**src/rtl/lfsr_23_checker_sat_counter.sv**
```systemverilog
// Saturating up-counter with synchronous clear; a clear coincident with an increment
// counts that increment so no event is lost across the clear.
module sat_counter #(
    parameter int W = 32
) (
    input  logic         clk,
    input  logic         rst,
    input  logic         inc,
    input  logic         clr,
    output logic [W-1:0] q
);
    // NOTE: sequential state uses non-blocking assignments so every flop samples pre-edge values.
    always_ff @(posedge clk) begin
        if (rst) begin
            q <= '0;
        end else if (clr) begin
            q <= W'(inc);
        end else if (inc && (q != '1)) begin
            q <= q + 1'b1;
        end
    end
endmodule

```
**config.mk**
```make
export PLATFORM = sky130hd
export DESIGN_NAME = sat_counter
export DESIGN_NICKNAME = d
export VERILOG_FILES = /design/src/rtl/lfsr_23_checker_sat_counter.sv
export SDC_FILE = /design/constraint.sdc
export NUM_CORES = 1
export LEC_CHECK = 0
export CORE_ASPECT_RATIO = 1.4
export CORE_UTILIZATION = 35
export CTS_BUF_LIST = sky130_fd_sc_hd__clkbuf_2 sky130_fd_sc_hd__clkbuf_4 sky130_fd_sc_hd__clkbuf_8
export CTS_CLUSTER_SIZE = 16
export DETAILED_ROUTE_END_ITERATION = 8
export PLACE_DENSITY = 0.67
export SLEW_MARGIN = 20
export SYNTH_ARGS = -nofsm -noshare
export SYNTH_HDL_FRONTEND = slang
export SYNTH_SLANG_ARGS = --single-unit
export TNS_END_PERCENT = 100
```
**constraint.sdc**
```tcl
create_clock -name clk -period 6.05 [get_ports clk]
set_clock_uncertainty 0.2 [all_clocks]
set_input_delay 0.9075 -clock clk [delete_from_list [all_inputs] [get_ports clk]]
set_output_delay 0.9075 -clock clk [all_outputs]
set_load 0.01 [all_outputs]
```
==> report_table.html, run 1 <==
<table>
<tr><th>Metric</th><th>Value</th></tr>
<tr><th colspan="2">Run status</th></tr>
<tr><td>Outcome</td><td>finished clean</td></tr>
<tr><th colspan="2">Floorplanning</th></tr>
<tr><td>Area of the core region</td><td>between 4000 and 5000 sq um</td></tr>
<tr><td>IO Pins</td><td>36</td></tr>
<tr><td>Standard-cell row count</td><td>29</td></tr>
<tr><td>Initial standard-cell utilization of the core</td><td>0.373</td></tr>
<tr><td>Die Footprint</td><td>slightly above 5000 sq um</td></tr>
<tr><td>Y dimension of the die</td><td>about 85 um</td></tr>
<tr><td>Chip Width</td><td>roughly 61 um</td></tr>
<tr><th colspan="2">Routing</th></tr>
<tr><td>Count of routing violations after the opening detailed-route iteration</td><td>82</td></tr>
<tr><td>Met2 Routed Length</td><td>roughly 2400 um</td></tr>
<tr><td>Detail Route Antenna Nets</td><td>0</td></tr>
<tr><td>Highest metal layer used by the detailed router</td><td>met4</td></tr>
<tr><td>Vias after detailed routing</td><td>1790</td></tr>
<tr><td>First drt pass iteration count</td><td>5</td></tr>
<tr><td>Post-route DRC</td><td>0</td></tr>
<tr><td>Detail Route met3 WL</td><td>about 210 um</td></tr>
<tr><td>Routed vias/inst</td><td>5.81</td></tr>
<tr><td>Routed wirelength normalized by instance count</td><td>15.1 um</td></tr>
<tr><td>Overall routed net length</td><td>about 4700 um</td></tr>
<tr><td>Met1 layer wirelength in the final routing</td><td>~2000 um</td></tr>
<tr><th colspan="2">STA</th></tr>
<tr><td>Tightest hold margin</td><td>around 310 ps</td></tr>
<tr><td>Maximum clock frequency</td><td>between 0.3 and 0.4 GHz</td></tr>
<tr><td>Measured slew at the worst slew-check pin</td><td>approximately 700 ps</td></tr>
<tr><td>Final Slew Violations</td><td>0</td></tr>
<tr><td>Shortest clock period the worst path allows after layout</td><td>3220 ps</td></tr>
<tr><td>Setup repair after global routing missed its margin</td><td>no</td></tr>
<tr><td>Total negative setup slack</td><td>0 ps</td></tr>
<tr><td>Slew Limit Headroom</td><td>0.518</td></tr>
<tr><td>Part of the cycle the worst path needs</td><td>0.533</td></tr>
<tr><td>Final Setup Violations</td><td>0</td></tr>
<tr><td>Number of hold violations in the final report</td><td>0</td></tr>
<tr><th colspan="2">Synth</th></tr>
<tr><td>Fraction of registers with async set or reset after synthesis</td><td>0</td></tr>
<tr><td>Cell area after technology mapping</td><td>1720 sq um</td></tr>
<tr><td>Number of unique standard cell types used by synthesis</td><td>43</td></tr>
<tr><td>Share of the yosys chip area belonging to registers</td><td>0.373</td></tr>
<tr><td>Post-Synthesis Cells</td><td>approximately 210</td></tr>
<tr><td>Count of yosys warnings during synthesis</td><td>0</td></tr>
<tr><td>EDFF count, synth</td><td>0</td></tr>
<tr><td>Total of flip-flops plus latches after synthesis</td><td>32</td></tr>
<tr><td>Post-synth top flop</td><td>sky130_fd_sc_hd__dfxtp_1</td></tr>
<tr><td>Per-instance average area after synthesis</td><td>approximately 8.2 sq um</td></tr>
<tr><td>Net count after synthesis</td><td>between 200 and 250</td></tr>
<tr><th colspan="2">Layout</th></tr>
<tr><td>Area growth from synthesis to layout</td><td>29.7%</td></tr>
<tr><td>Number of flip-flops under the largest register name</td><td>32</td></tr>
<tr><td>Antenna cell count</td><td>0</td></tr>
<tr><td>Number of nets in the final layout</td><td>between 200 and 300</td></tr>
<tr><td>Final-layout fill cell count</td><td>between 400 and 500</td></tr>
<tr><td>Multi-input gate area</td><td>1040 sq um</td></tr>
<tr><td>Share of layout cells above drive strength 1</td><td>0.0894</td></tr>
<tr><td>Area of all sequential standard cells</td><td>~640 sq um</td></tr>
<tr><td>Largest registers</td><td>q x32</td></tr>
<tr><td>Register with the highest flop count</td><td>q</td></tr>
<tr><th colspan="2">Worst setup path</th></tr>
<tr><td>Internal reg-to-reg setup slack</td><td>3570 ps</td></tr>
<tr><td>Required arrival time at the worst endpoint</td><td>a little over 6000 ps</td></tr>
<tr><td>Depth of the most critical reg-to-reg path</td><td>5</td></tr>
<tr><td>Top fanout value on the critical path</td><td>10</td></tr>
<tr><td>Worst flop-to-flop path startpoint</td><td>q[5]$_SDFFE_PP0P_</td></tr>
<tr><td>Type of origin of the critical path</td><td>input port</td></tr>
<tr><td>Critical path start-end classification</td><td>in2reg</td></tr>
<tr><td>CP Capture Type</td><td>register</td></tr>
<tr><td>Arrival @ worst endpoint</td><td>~3200 ps</td></tr>
<tr><td>RR Endpoint</td><td>q[29]$_SDFFE_PP0P_</td></tr>
<tr><th colspan="2">Place</th></tr>
<tr><td>Placer congestion estimate</td><td>between 0.8 and 0.9</td></tr>
<tr><td>Port Buf Inserts</td><td>35</td></tr>
<tr><td>HPWL Detailed</td><td>around 3300 um</td></tr>
<tr><th colspan="2">GRT</th></tr>
<tr><td>Vias in the first global route</td><td>1625</td></tr>
<tr><td>Final global-route overflow total</td><td>0</td></tr>
<tr><td>Overall routing resource usage</td><td>0.198</td></tr>
<tr><td>Pin count of the biggest net entering global routing</td><td>28</td></tr>
<tr><td>Initial antenna violation count</td><td>0</td></tr>
<tr><td>First-pass GRT wire length</td><td>between 7000 and 8000 um</td></tr>
<tr><th colspan="2">Worst hold path</th></tr>
<tr><td>Worst hold start</td><td>q[27]$_SDFFE_PP0P_</td></tr>
<tr><td>Class of the most critical hold timing path</td><td>reg2reg</td></tr>
<tr><td>Worst Hold Path EP</td><td>q[27]$_SDFFE_PP0P_</td></tr>
<tr><td>Worst Hold Path Cells</td><td>2</td></tr>
<tr><th colspan="2">CTS</th></tr>
<tr><td>Hold_buf cts</td><td>0</td></tr>
<tr><td>Clock-pin slew on the worst setup and hold paths</td><td>roughly 70 ps</td></tr>
<tr><td>PostCTS Resize Cnt</td><td>0</td></tr>
<tr><td>Worst-skew pair later-pin latency</td><td>280 ps</td></tr>
<tr><td>Setup fix buffers added after clock tree synthesis</td><td>0</td></tr>
<tr><td>CTS tree</td><td>yes</td></tr>
<tr><td>Sinks on the clock net</td><td>32</td></tr>
<tr><td>Number of H-tree branching levels</td><td>2</td></tr>
<tr><td>Cell chosen for the clock root</td><td>sky130_fd_sc_hd__clkbuf_8</td></tr>
<tr><td>CTS max path bufs</td><td>2</td></tr>
<tr><td>Clock buffer count from CTS</td><td>5</td></tr>
<tr><th colspan="2">Run</th></tr>
<tr><td># Max-Cap Violations</td><td>0</td></tr>
<tr><th colspan="2">Power and ir drop</th></tr>
<tr><td>Power Total</td><td>405 uW</td></tr>
<tr><td>VDD IR max</td><td>0.000104 V</td></tr>
<tr><td>Static Leak</td><td>between 0.6 and 0.7 nW</td></tr>
<tr><td>Total power divided by cell area</td><td>between 150 and 200 nW/um^2</td></tr>
</table>
final cells by class:
class                           instances  area share
Clock buffer                            8      0.0438
Inverter                                3     0.00505
Multi-Input combinational cell        167       0.469
Sequential cell                        32       0.287
Tap cell                               62      0.0348
Timing Repair Buffer                   36       0.160
report_power, final:
group | leakage (nW) | internal [mW] | switching [mW]
sequential | 0.258 | 0.211 | 0.00111
combinational | 0.365 | 0.00486 | 0.00839
clock | 0.0523 | 0.102 | 0.0781
cells in the final DEF (no fill, tap or decap), types with 2 or more instances in the layout:
cell,n
sky130_fd_sc_hd__o41ai_1,2
sky130_fd_sc_hd__clkbuf_8,6
sky130_fd_sc_hd__nor4_1,2
sky130_fd_sc_hd__nand2_1,17
sky130_fd_sc_hd__dfxtp_1,32
sky130_fd_sc_hd__nor3_1,4
sky130_fd_sc_hd__or4_2,2
sky130_fd_sc_hd__inv_1,3
sky130_fd_sc_hd__o311ai_0,2
sky130_fd_sc_hd__o31ai_1,11
sky130_fd_sc_hd__or3_1,12
sky130_fd_sc_hd__or2_2,2
sky130_fd_sc_hd__nor2_1,8
sky130_fd_sc_hd__o21ai_0,12
sky130_fd_sc_hd__or4_1,11
sky130_fd_sc_hd__and4_1,3
sky130_fd_sc_hd__nand4_1,7
sky130_fd_sc_hd__a21oi_1,23
sky130_fd_sc_hd__and2_1,4
sky130_fd_sc_hd__and3_1,6
sky130_fd_sc_hd__nand3_1,13
sky130_fd_sc_hd__a41o_1,3
sky130_fd_sc_hd__clkdlybuf4s50_1,35
sky130_fd_sc_hd__or3_2,2
sky130_fd_sc_hd__a31oi_1,3
sky130_fd_sc_hd__clkbuf_4,2
metrics by stage:
| stage | setup slack [ps] | util | std cells | area [sq um] |
|---|---|---|---|---|
| 2_1_floorplan | 3150 | - | 209 | 1720 |
| 3_3_place_gp | 2560 | 0.462 | 300 | 2130 |
| 3_5_place_dp | 2530 | 0.462 | 300 | 2130 |
| 4_1_cts | 2830 | 0.483 | 308 | 2220 |
| 5_1_grt | 2680 | 0.484 | 308 | 2230 |
| 6_report | 2830 | 0.484 | 308 | 2230 |
worst max-delay path by stage:
stage                     from            endpoint  slack [ps]  cells past startpoint
after floorplan            inc  q[29]$_SDFFE_PP0P_        3150                      6
after global placement     inc  q[29]$_SDFFE_PP0P_        2560                      6
after detailed placement   inc  q[29]$_SDFFE_PP0P_        2530                      6
after CTS                  inc  q[29]$_SDFFE_PP0P_        2830                      6
after global routing       inc  q[29]$_SDFFE_PP0P_        2680                      6
final                      inc  q[29]$_SDFFE_PP0P_        2830                      6
cells by family after synthesis:
| logic type | synth area share |
|---|---|
| compound gates | 0.238 |
| fa+ha+maj | 0.00728 |
| buf+inv | 0.0226 |
| flops | 0.373 |
| mux | 0.00582 |
| simple gates | 0.354 |
cells in the mapped netlist (2+ instances only):
| cell | n | area, sq um |
|---|---|---|
| sky130_fd_sc_hd__or3_1 | 12 | 75.1 |
| sky130_fd_sc_hd__a41o_1 | 3 | 30.0 |
| sky130_fd_sc_hd__or3_2 | 2 | 15.0 |
| sky130_fd_sc_hd__nor4_1 | 2 | 12.5 |
| sky130_fd_sc_hd__or2_2 | 2 | 12.5 |
| sky130_fd_sc_hd__or4_1 | 11 | 82.6 |
| sky130_fd_sc_hd__o31ai_1 | 11 | 82.6 |
| sky130_fd_sc_hd__nand4_1 | 7 | 43.8 |
| sky130_fd_sc_hd__o311ai_0 | 2 | 17.5 |
| sky130_fd_sc_hd__or4_2 | 2 | 17.5 |
| sky130_fd_sc_hd__a31oi_1 | 3 | 18.8 |
| sky130_fd_sc_hd__nand3_1 | 13 | 65.1 |
| sky130_fd_sc_hd__nor3_1 | 5 | 25.0 |
| sky130_fd_sc_hd__and4_1 | 3 | 26.3 |
| sky130_fd_sc_hd__a21oi_1 | 23 | 115 |
| sky130_fd_sc_hd__and2_1 | 4 | 25.0 |
| sky130_fd_sc_hd__o21ai_0 | 12 | 60.1 |
| sky130_fd_sc_hd__nor2_1 | 8 | 30.0 |
| sky130_fd_sc_hd__inv_1 | 3 | 11.3 |
| sky130_fd_sc_hd__clkbuf_1 | 5 | 18.8 |
| sky130_fd_sc_hd__and3_1 | 6 | 37.5 |
| sky130_fd_sc_hd__nand2_1 | 17 | 63.8 |
| sky130_fd_sc_hd__o41ai_1 | 2 | 17.5 |
| sky130_fd_sc_hd__dfxtp_1 | 32 | 641 |
layer usage:
| layer | vias to the layer above | global-route usage |
|---|---|---|
| li1 | 897 | - |
| met1 | 846 | 0.242 |
| met2 | 39 | 0.322 |
| met3 | 8 | 0.0518 |
| met4 | 0 | 0.0806 |
| met5 | - | 0 |
critical path, stage by stage:
cell and delay (ps):
sky130_fd_sc_hd__clkdlybuf4s50_1 670, sky130_fd_sc_hd__nand3_1 140, sky130_fd_sc_hd__or4_4 460, sky130_fd_sc_hd__or4b_4 530, sky130_fd_sc_hd__or4_1 400, sky130_fd_sc_hd__a21oi_1 140
Power figures use the tool's default switching activity.
==> inputs of run 2 (changes only) <==
- PLACE_DENSITY: 0.67 -> 0.7
- clock period: 6.05 -> 2.6 ns (I/O delays scaled with it)
==> report_table.html, run 2 (synthesized netlist as in run 1, its figures left out) <==
<table>
<tr><th>Metric</th><th>Value</th></tr>
<tr><th colspan="2">Run status</th></tr>
<tr><td>Outcome</td><td>finished clean</td></tr>
<tr><th colspan="2">Power and ir drop</th></tr>
<tr><td>Share of power burned in registers</td><td>0.520</td></tr>
<tr><td>Power Total</td><td>948 uW</td></tr>
<tr><td>Clock network fraction of design power</td><td>0.439</td></tr>
<tr><td>Part of the total power dissipated in combinational logic</td><td>0.041</td></tr>
<tr><td>Total power divided by cell area</td><td>around 400 nW/um^2</td></tr>
<tr><td>Static Leak</td><td>just under 0.8 nW</td></tr>
<tr><td>Net Sw Power</td><td>between 200 and 250 uW</td></tr>
<tr><td>Fraction of power spent switching nets</td><td>0.213</td></tr>
<tr><td>VDD IR max</td><td>0.000348 V</td></tr>
<tr><td>Internal Dissipation</td><td>approximately 750 uW</td></tr>
<tr><th colspan="2">STA</th></tr>
<tr><td>Final Slew Violations</td><td>0</td></tr>
<tr><td>Part of the cycle the worst path needs</td><td>0.948</td></tr>
<tr><td>Number of hold violations in the final report</td><td>0</td></tr>
<tr><td>Shortest clock period the worst path allows after layout</td><td>2460 ps</td></tr>
<tr><td>Total negative setup slack</td><td>0 ps</td></tr>
<tr><td>Measured slew at the worst slew-check pin</td><td>approximately 550 ps</td></tr>
<tr><td>Final Setup Violations</td><td>0</td></tr>
<tr><td>Slew Limit Headroom</td><td>0.629</td></tr>
<tr><td>Maximum clock frequency</td><td>a little over 0.4 GHz</td></tr>
<tr><td>Setup repair after global routing missed its margin</td><td>no</td></tr>
<tr><th colspan="2">GRT</th></tr>
<tr><td>Final global-route overflow total</td><td>0</td></tr>
<tr><td>Pin count of the biggest net entering global routing</td><td>19</td></tr>
<tr><td>Initial antenna violation count</td><td>0</td></tr>
<tr><td>Overall routing resource usage</td><td>0.205</td></tr>
<tr><td>First-pass GRT wire length</td><td>8140 um</td></tr>
<tr><td>Vias in the first global route</td><td>~1700</td></tr>
<tr><th colspan="2">Routing</th></tr>
<tr><td>Met1 layer wirelength in the final routing</td><td>~2100 um</td></tr>
<tr><td>Count of routing violations after the opening detailed-route iteration</td><td>slightly above 80</td></tr>
<tr><td>Detail Route Antenna Nets</td><td>0</td></tr>
<tr><td>Met2 Routed Length</td><td>about 2300 um</td></tr>
<tr><td>Vias after detailed routing</td><td>1912</td></tr>
<tr><td>Detail Route met3 WL</td><td>~230 um</td></tr>
<tr><td>Post-route DRC</td><td>0</td></tr>
<tr><td>Routed wirelength normalized by instance count</td><td>14.4 um</td></tr>
<tr><td>First drt pass iteration count</td><td>4</td></tr>
<tr><td>Highest metal layer used by the detailed router</td><td>met4</td></tr>
<tr><td>Overall routed net length</td><td>between 4000 and 5000 um</td></tr>
<tr><td>Routed vias/inst</td><td>5.78</td></tr>
<tr><th colspan="2">Worst setup path</th></tr>
<tr><td>Type of origin of the critical path</td><td>input port</td></tr>
<tr><td>Count of buffer and inverter cells on the critical path</td><td>1</td></tr>
<tr><td>CP Capture Type</td><td>register</td></tr>
<tr><td>Arrival @ worst endpoint</td><td>~2500 ps</td></tr>
<tr><td>Critical path start-end classification</td><td>in2reg</td></tr>
<tr><td>Top fanout value on the critical path</td><td>2</td></tr>
<tr><td>CP max stage cell</td><td>sky130_fd_sc_hd__or4b_4</td></tr>
<tr><td>Internal reg-to-reg setup slack</td><td>between 150 and 200 ps</td></tr>
<tr><td>Required arrival time at the worst endpoint</td><td>between 2000 and 3000 ps</td></tr>
<tr><td>Largest incremental delay on the critical path</td><td>about 530 ps</td></tr>
<tr><td>Cell-by-cell trace of the critical path</td><td>clkdlybuf4s50_1, nand3_1, or4_4, or4b_4, or4_1, a21oi_1</td></tr>
<tr><td>Top delay family on crit path</td><td>simple AND/OR/NAND/NOR gates</td></tr>
<tr><th colspan="2">Layout</th></tr>
<tr><td>Largest registers</td><td>q x32</td></tr>
<tr><td>Commonest cells after routing, fill and taps aside</td><td>sky130_fd_sc_hd__clkdlybuf4s50_1, sky130_fd_sc_hd__dfxtp_1, sky130_fd_sc_hd__buf_4</td></tr>
<tr><td>Final-layout fill cell count</td><td>about 440</td></tr>
<tr><td>Final core area utilization</td><td>0.520</td></tr>
<tr><td>Register with the highest flop count</td><td>q</td></tr>
<tr><td>Number of flip-flops under the largest register name</td><td>32</td></tr>
<tr><td>Area of all sequential standard cells</td><td>between 600 and 700 sq um</td></tr>
<tr><td>Area growth from synthesis to layout</td><td>39.4%</td></tr>
<tr><td>Leading cell type in the layout, fill and taps excluded</td><td>sky130_fd_sc_hd__clkdlybuf4s50_1</td></tr>
<tr><td>Number of nets in the final layout</td><td>between 200 and 300</td></tr>
<tr><td>Antenna cell count</td><td>0</td></tr>
<tr><td>Share of layout cells above drive strength 1</td><td>0.164</td></tr>
<tr><td>Multi-input gate area</td><td>approximately 1000 sq um</td></tr>
<tr><th colspan="2">CTS</th></tr>
<tr><td>Clock buffer count from CTS</td><td>5</td></tr>
<tr><td>Cell chosen for the clock root</td><td>sky130_fd_sc_hd__clkbuf_8</td></tr>
<tr><td>Setup fix buffers added after clock tree synthesis</td><td>0</td></tr>
<tr><td>Clock-pin slew on the worst setup and hold paths</td><td>around 70 ps</td></tr>
<tr><td>CTS tree</td><td>yes</td></tr>
<tr><td>Sinks on the clock net</td><td>32</td></tr>
<tr><td>PostCTS Resize Cnt</td><td>0</td></tr>
<tr><td>CTS max path bufs</td><td>2</td></tr>
<tr><td>Number of H-tree branching levels</td><td>2</td></tr>
<tr><td>Hold_buf cts</td><td>0</td></tr>
<tr><td>Worst-skew pair later-pin latency</td><td>290 ps</td></tr>
<tr><th colspan="2">Place</th></tr>
<tr><td>Placer congestion estimate</td><td>0.935</td></tr>
<tr><td>HPWL Detailed</td><td>between 3000 and 4000 um</td></tr>
<tr><td>Port Buf Inserts</td><td>35</td></tr>
<tr><th colspan="2">Floorplanning</th></tr>
<tr><td>Chip Width</td><td>61.2 um</td></tr>
<tr><td>Area of the core region</td><td>~4600 sq um</td></tr>
<tr><td>Die Footprint</td><td>5200 sq um</td></tr>
<tr><td>IO Pins</td><td>36</td></tr>
<tr><td>Standard-cell row count</td><td>29</td></tr>
<tr><td>Initial standard-cell utilization of the core</td><td>0.373</td></tr>
<tr><td>Y dimension of the die</td><td>about 85 um</td></tr>
<tr><th colspan="2">Run</th></tr>
<tr><td># Max-Cap Violations</td><td>0</td></tr>
<tr><th colspan="2">Worst hold path</th></tr>
<tr><td>Class of the most critical hold timing path</td><td>reg2reg</td></tr>
</table>
run 2: area by class of cell:
class                   instances  area share
multi-input cells             167       0.434
clock buffers                   8      0.0407
inverters                       3     0.00470
flip-flops and latches         32       0.267
well taps                      62      0.0324
repair buffers                 59       0.221
run 2: worst paths after layout:
kind	endpoint	cells past startpoint	from
setup / recovery	q[29]$_SDFFE_PP0P_	6	inc
hold / removal	q[31]$_SDFFE_PP0P_	2	q[31]$_SDFFE_PP0P_
setup reg to reg	q[29]$_SDFFE_PP0P_	5	q[7]$_SDFFE_PP0P_
hold reg to reg	q[31]$_SDFFE_PP0P_	2	q[31]$_SDFFE_PP0P_
run 2: worst register-to-register path, cell delays in order, from the launching register on:
cell,delay (ps)
sky130_fd_sc_hd__dfxtp_1,410
sky130_fd_sc_hd__nand4_2,160
sky130_fd_sc_hd__or4_4,520
sky130_fd_sc_hd__or4b_4,530
sky130_fd_sc_hd__or4_1,400
sky130_fd_sc_hd__a21oi_1,140
run 2: power by group through the flow:
stage	Clock (mW)	Sequential, mW	Combinational, mW
2_1_floorplan	0	0.505	0.0164
3_3_place_gp	0	0.504	0.0393
3_5_place_dp	0	0.504	0.0391
4_1_cts	0.428	0.493	0.0394
5_1_grt	0.446	0.493	0.0430
6_report	0.416	0.493	0.0388
run 2: metal layers:
metal  up-vias  GRT usage
met2        56      0.330
li1        950          -
met1       895      0.264
met5         -          0
met4         0     0.0764
met3        11     0.0381
run 2: per-stage QoR:
stage | hold WS [ps] | instance area (sq um) | cells | worst slack [ps]
6_report | 303 | 2400 | 331 | 136
4_1_cts | 312 | 2400 | 331 | 128
5_1_grt | 333 | 2400 | 331 | 41.3
3_3_place_gp | 293 | 2300 | 323 | -161
3_5_place_dp | 301 | 2300 | 323 | -172
2_1_floorplan | 298 | 1720 | 209 | 208
==> inputs of run 3 (changes only) <==
- CTS_CLUSTER_DIAMETER: unset -> 120
- PLACE_DENSITY: 0.7 -> unset
- PLACE_DENSITY_LB_ADDON: unset -> 0.08
==> report_table.html, run 3 (synthesized netlist as in run 1, its figures left out) <==
<table>
<tr><th>Metric</th><th>Value</th></tr>
<tr><th colspan="2">Layout</th></tr>
<tr><td>Final-layout fill cell count</td><td>a little under 500</td></tr>
<tr><td>Area growth from synthesis to layout</td><td>39.4%</td></tr>
<tr><td>Leading cell type in the layout, fill and taps excluded</td><td>sky130_fd_sc_hd__clkdlybuf4s50_1</td></tr>
<tr><td>Multi-input gate area</td><td>1040 sq um</td></tr>
<tr><td>Antenna cell count</td><td>0</td></tr>
<tr><td>Commonest cells after routing, fill and taps aside</td><td>sky130_fd_sc_hd__clkdlybuf4s50_1, sky130_fd_sc_hd__dfxtp_1, sky130_fd_sc_hd__buf_4</td></tr>
<tr><td>Largest registers</td><td>q x32</td></tr>
<tr><td>Area of all sequential standard cells</td><td>roughly 640 sq um</td></tr>
<tr><td>Number of nets in the final layout</td><td>273</td></tr>
<tr><td>Share of layout cells above drive strength 1</td><td>0.164</td></tr>
<tr><td>Number of flip-flops under the largest register name</td><td>32</td></tr>
<tr><td>Final core area utilization</td><td>0.520</td></tr>
<tr><td>Register with the highest flop count</td><td>q</td></tr>
<tr><th colspan="2">GRT</th></tr>
<tr><td>Overall routing resource usage</td><td>0.212</td></tr>
<tr><td>Pin count of the biggest net entering global routing</td><td>19</td></tr>
<tr><td>First-pass GRT wire length</td><td>8330 um</td></tr>
<tr><td>Vias in the first global route</td><td>roughly 1700</td></tr>
<tr><td>Final global-route overflow total</td><td>0</td></tr>
<tr><td>Initial antenna violation count</td><td>0</td></tr>
<tr><th colspan="2">Routing</th></tr>
<tr><td>Overall routed net length</td><td>approximately 5000 um</td></tr>
<tr><td>Routed wirelength normalized by instance count</td><td>14.9 um</td></tr>
<tr><td>Count of routing violations after the opening detailed-route iteration</td><td>77</td></tr>
<tr><td>Vias after detailed routing</td><td>1892</td></tr>
<tr><td>Post-route DRC</td><td>0</td></tr>
<tr><td>Routed vias/inst</td><td>5.72</td></tr>
<tr><td>Detail Route Antenna Nets</td><td>0</td></tr>
<tr><td>First drt pass iteration count</td><td>4</td></tr>
<tr><th colspan="2">Worst setup path</th></tr>
<tr><td>Arrival @ worst endpoint</td><td>around 2500 ps</td></tr>
<tr><td>Count of buffer and inverter cells on the critical path</td><td>1</td></tr>
<tr><td>Worst flop-to-flop path startpoint</td><td>q[8]$_SDFFE_PP0P_</td></tr>
<tr><td>Critical path start-end classification</td><td>in2reg</td></tr>
<tr><td>CP Capture Type</td><td>register</td></tr>
<tr><td>Top fanout value on the critical path</td><td>2</td></tr>
<tr><td>Type of origin of the critical path</td><td>input port</td></tr>
<tr><td>CP max stage cell</td><td>sky130_fd_sc_hd__or4b_4</td></tr>
<tr><td>Cell-by-cell trace of the critical path</td><td>clkdlybuf4s50_1, nand3_1, or4_4, or4b_4, or4_1, a21oi_1</td></tr>
<tr><td>Largest incremental delay on the critical path</td><td>between 500 and 600 ps</td></tr>
<tr><td>Startpoint of the most critical setup path</td><td>inc</td></tr>
<tr><td>Top delay family on crit path</td><td>simple AND/OR/NAND/NOR gates</td></tr>
<tr><td>Required arrival time at the worst endpoint</td><td>around 2600 ps</td></tr>
<tr><th colspan="2">CTS</th></tr>
<tr><td>PostCTS Resize Cnt</td><td>0</td></tr>
<tr><td>Cell chosen for the clock root</td><td>sky130_fd_sc_hd__clkbuf_8</td></tr>
<tr><td>CTS max path bufs</td><td>2</td></tr>
<tr><td>Setup fix buffers added after clock tree synthesis</td><td>0</td></tr>
<tr><td>Number of H-tree branching levels</td><td>2</td></tr>
<tr><td>Clock buffer count from CTS</td><td>5</td></tr>
<tr><td>Sinks on the clock net</td><td>32</td></tr>
<tr><td>Hold_buf cts</td><td>0</td></tr>
<tr><td>Worst-skew pair later-pin latency</td><td>between 200 and 300 ps</td></tr>
<tr><td>CTS tree</td><td>yes</td></tr>
<tr><td>Clock-pin slew on the worst setup and hold paths</td><td>60 ps</td></tr>
<tr><th colspan="2">Power and ir drop</th></tr>
<tr><td>Internal Dissipation</td><td>roughly 750 uW</td></tr>
<tr><td>Total power divided by cell area</td><td>between 300 and 400 nW/um^2</td></tr>
<tr><td>Part of the total power dissipated in combinational logic</td><td>0.041</td></tr>
<tr><td>Power Total</td><td>~950 uW</td></tr>
<tr><td>Net Sw Power</td><td>between 200 and 250 uW</td></tr>
<tr><td>Static Leak</td><td>0.787 nW</td></tr>
<tr><td>Share of power burned in registers</td><td>0.522</td></tr>
<tr><td>Fraction of power spent switching nets</td><td>0.213</td></tr>
<tr><td>VDD IR max</td><td>between 0.00015 and 0.0002 V</td></tr>
<tr><td>Clock network fraction of design power</td><td>0.438</td></tr>
<tr><th colspan="2">STA</th></tr>
<tr><td>Measured slew at the worst slew-check pin</td><td>~360 ps</td></tr>
<tr><td>Maximum clock frequency</td><td>~0.40 GHz</td></tr>
<tr><td>Slew Limit Headroom</td><td>0.755</td></tr>
<tr><td>Final Setup Violations</td><td>0</td></tr>
<tr><td>Setup repair after global routing missed its margin</td><td>no</td></tr>
<tr><td>Part of the cycle the worst path needs</td><td>0.950</td></tr>
<tr><td>Tightest hold margin</td><td>around 320 ps</td></tr>
<tr><td>Final Slew Violations</td><td>0</td></tr>
<tr><td>Shortest clock period the worst path allows after layout</td><td>between 2000 and 2500 ps</td></tr>
<tr><td>Number of hold violations in the final report</td><td>0</td></tr>
<tr><th colspan="2">Floorplanning</th></tr>
<tr><td>Die Footprint</td><td>approximately 5200 sq um</td></tr>
<tr><td>Y dimension of the die</td><td>around 85 um</td></tr>
<tr><td>Initial standard-cell utilization of the core</td><td>0.373</td></tr>
<tr><td>Area of the core region</td><td>about 4600 sq um</td></tr>
<tr><td>Chip Width</td><td>61.2 um</td></tr>
<tr><td>IO Pins</td><td>36</td></tr>
<tr><td>Standard-cell row count</td><td>29</td></tr>
<tr><th colspan="2">Place</th></tr>
<tr><td>Placer congestion estimate</td><td>~0.8</td></tr>
<tr><td>HPWL Detailed</td><td>3700 um</td></tr>
<tr><td>Port Buf Inserts</td><td>35</td></tr>
<tr><th colspan="2">Worst hold path</th></tr>
<tr><td>Class of the most critical hold timing path</td><td>reg2reg</td></tr>
<tr><td>Worst hold start</td><td>q[25]$_SDFFE_PP0P_</td></tr>
<tr><th colspan="2">Run</th></tr>
<tr><td># Max-Cap Violations</td><td>0</td></tr>
<tr><th colspan="2">Run status</th></tr>
<tr><td>Outcome</td><td>finished clean</td></tr>
</table>
## run 3: cell counts in the layout (fill, tap and decap cells not counted)
No cell type changed its count.
## run 3: cell type report
class,count,area share
Multi-Input combinational cell,167,0.434
Clock buffer,8,0.0407
Timing Repair Buffer,59,0.221
Sequential cell,32,0.267
Tap cell,62,0.0324
Inverter,3,0.00470
## run 3: metrics by stage
stage / instances / setup TNS (ps) / instance area, sq um / setup slack [ps]
4_1_cts: 331 / 0 / 2400 / 136
3_5_place_dp: 323 / -153 / 2300 / -153
3_3_place_gp: 323 / -135 / 2300 / -135
2_1_floorplan: 209 / 0 / 1720 / 208
6_report: 331 / 0 / 2400 / 129
5_1_grt: 331 / 0 / 2400 / 50.7
## run 3: final timing paths
| kind | end | slack [ps] | cells after the start |
|---|---|---|---|
| max | q[29]$_SDFFE_PP0P_ | 130 | 6 |
| min | q[25]$_SDFFE_PP0P_ | 320 | 2 |
| max reg2reg | q[29]$_SDFFE_PP0P_ | 190 | 5 |
| min reg2reg | q[25]$_SDFFE_PP0P_ | 320 | 2 |
## run 3: power by group through the flow
stage	Clock [mW]	Combinational, mW	Sequential (mW)
finish	0.415	0.0384	0.494
global route	0.450	0.0416	0.494
CTS	0.422	0.0381	0.494
detailed placement	0	0.0381	0.505
global placement	0	0.0382	0.505
floorplan	0	0.0164	0.505
## run 3: per-layer routing
layer  share of wire  track usage  vias to the layer above
met5               0            0                        -
met4           0.020       0.0785                        0
met3           0.030       0.0457                        8
met2            0.48        0.331                       36
met1            0.47        0.281                      903
li1                -            -                      945
## run 3: worst register-to-register path: stages (launching register included)
cell	delay (ps)
sky130_fd_sc_hd__dfxtp_1	400
sky130_fd_sc_hd__nand4_2	170
sky130_fd_sc_hd__or4_4	510
sky130_fd_sc_hd__or4b_4	520
sky130_fd_sc_hd__or4_1	400
sky130_fd_sc_hd__a21oi_1	150
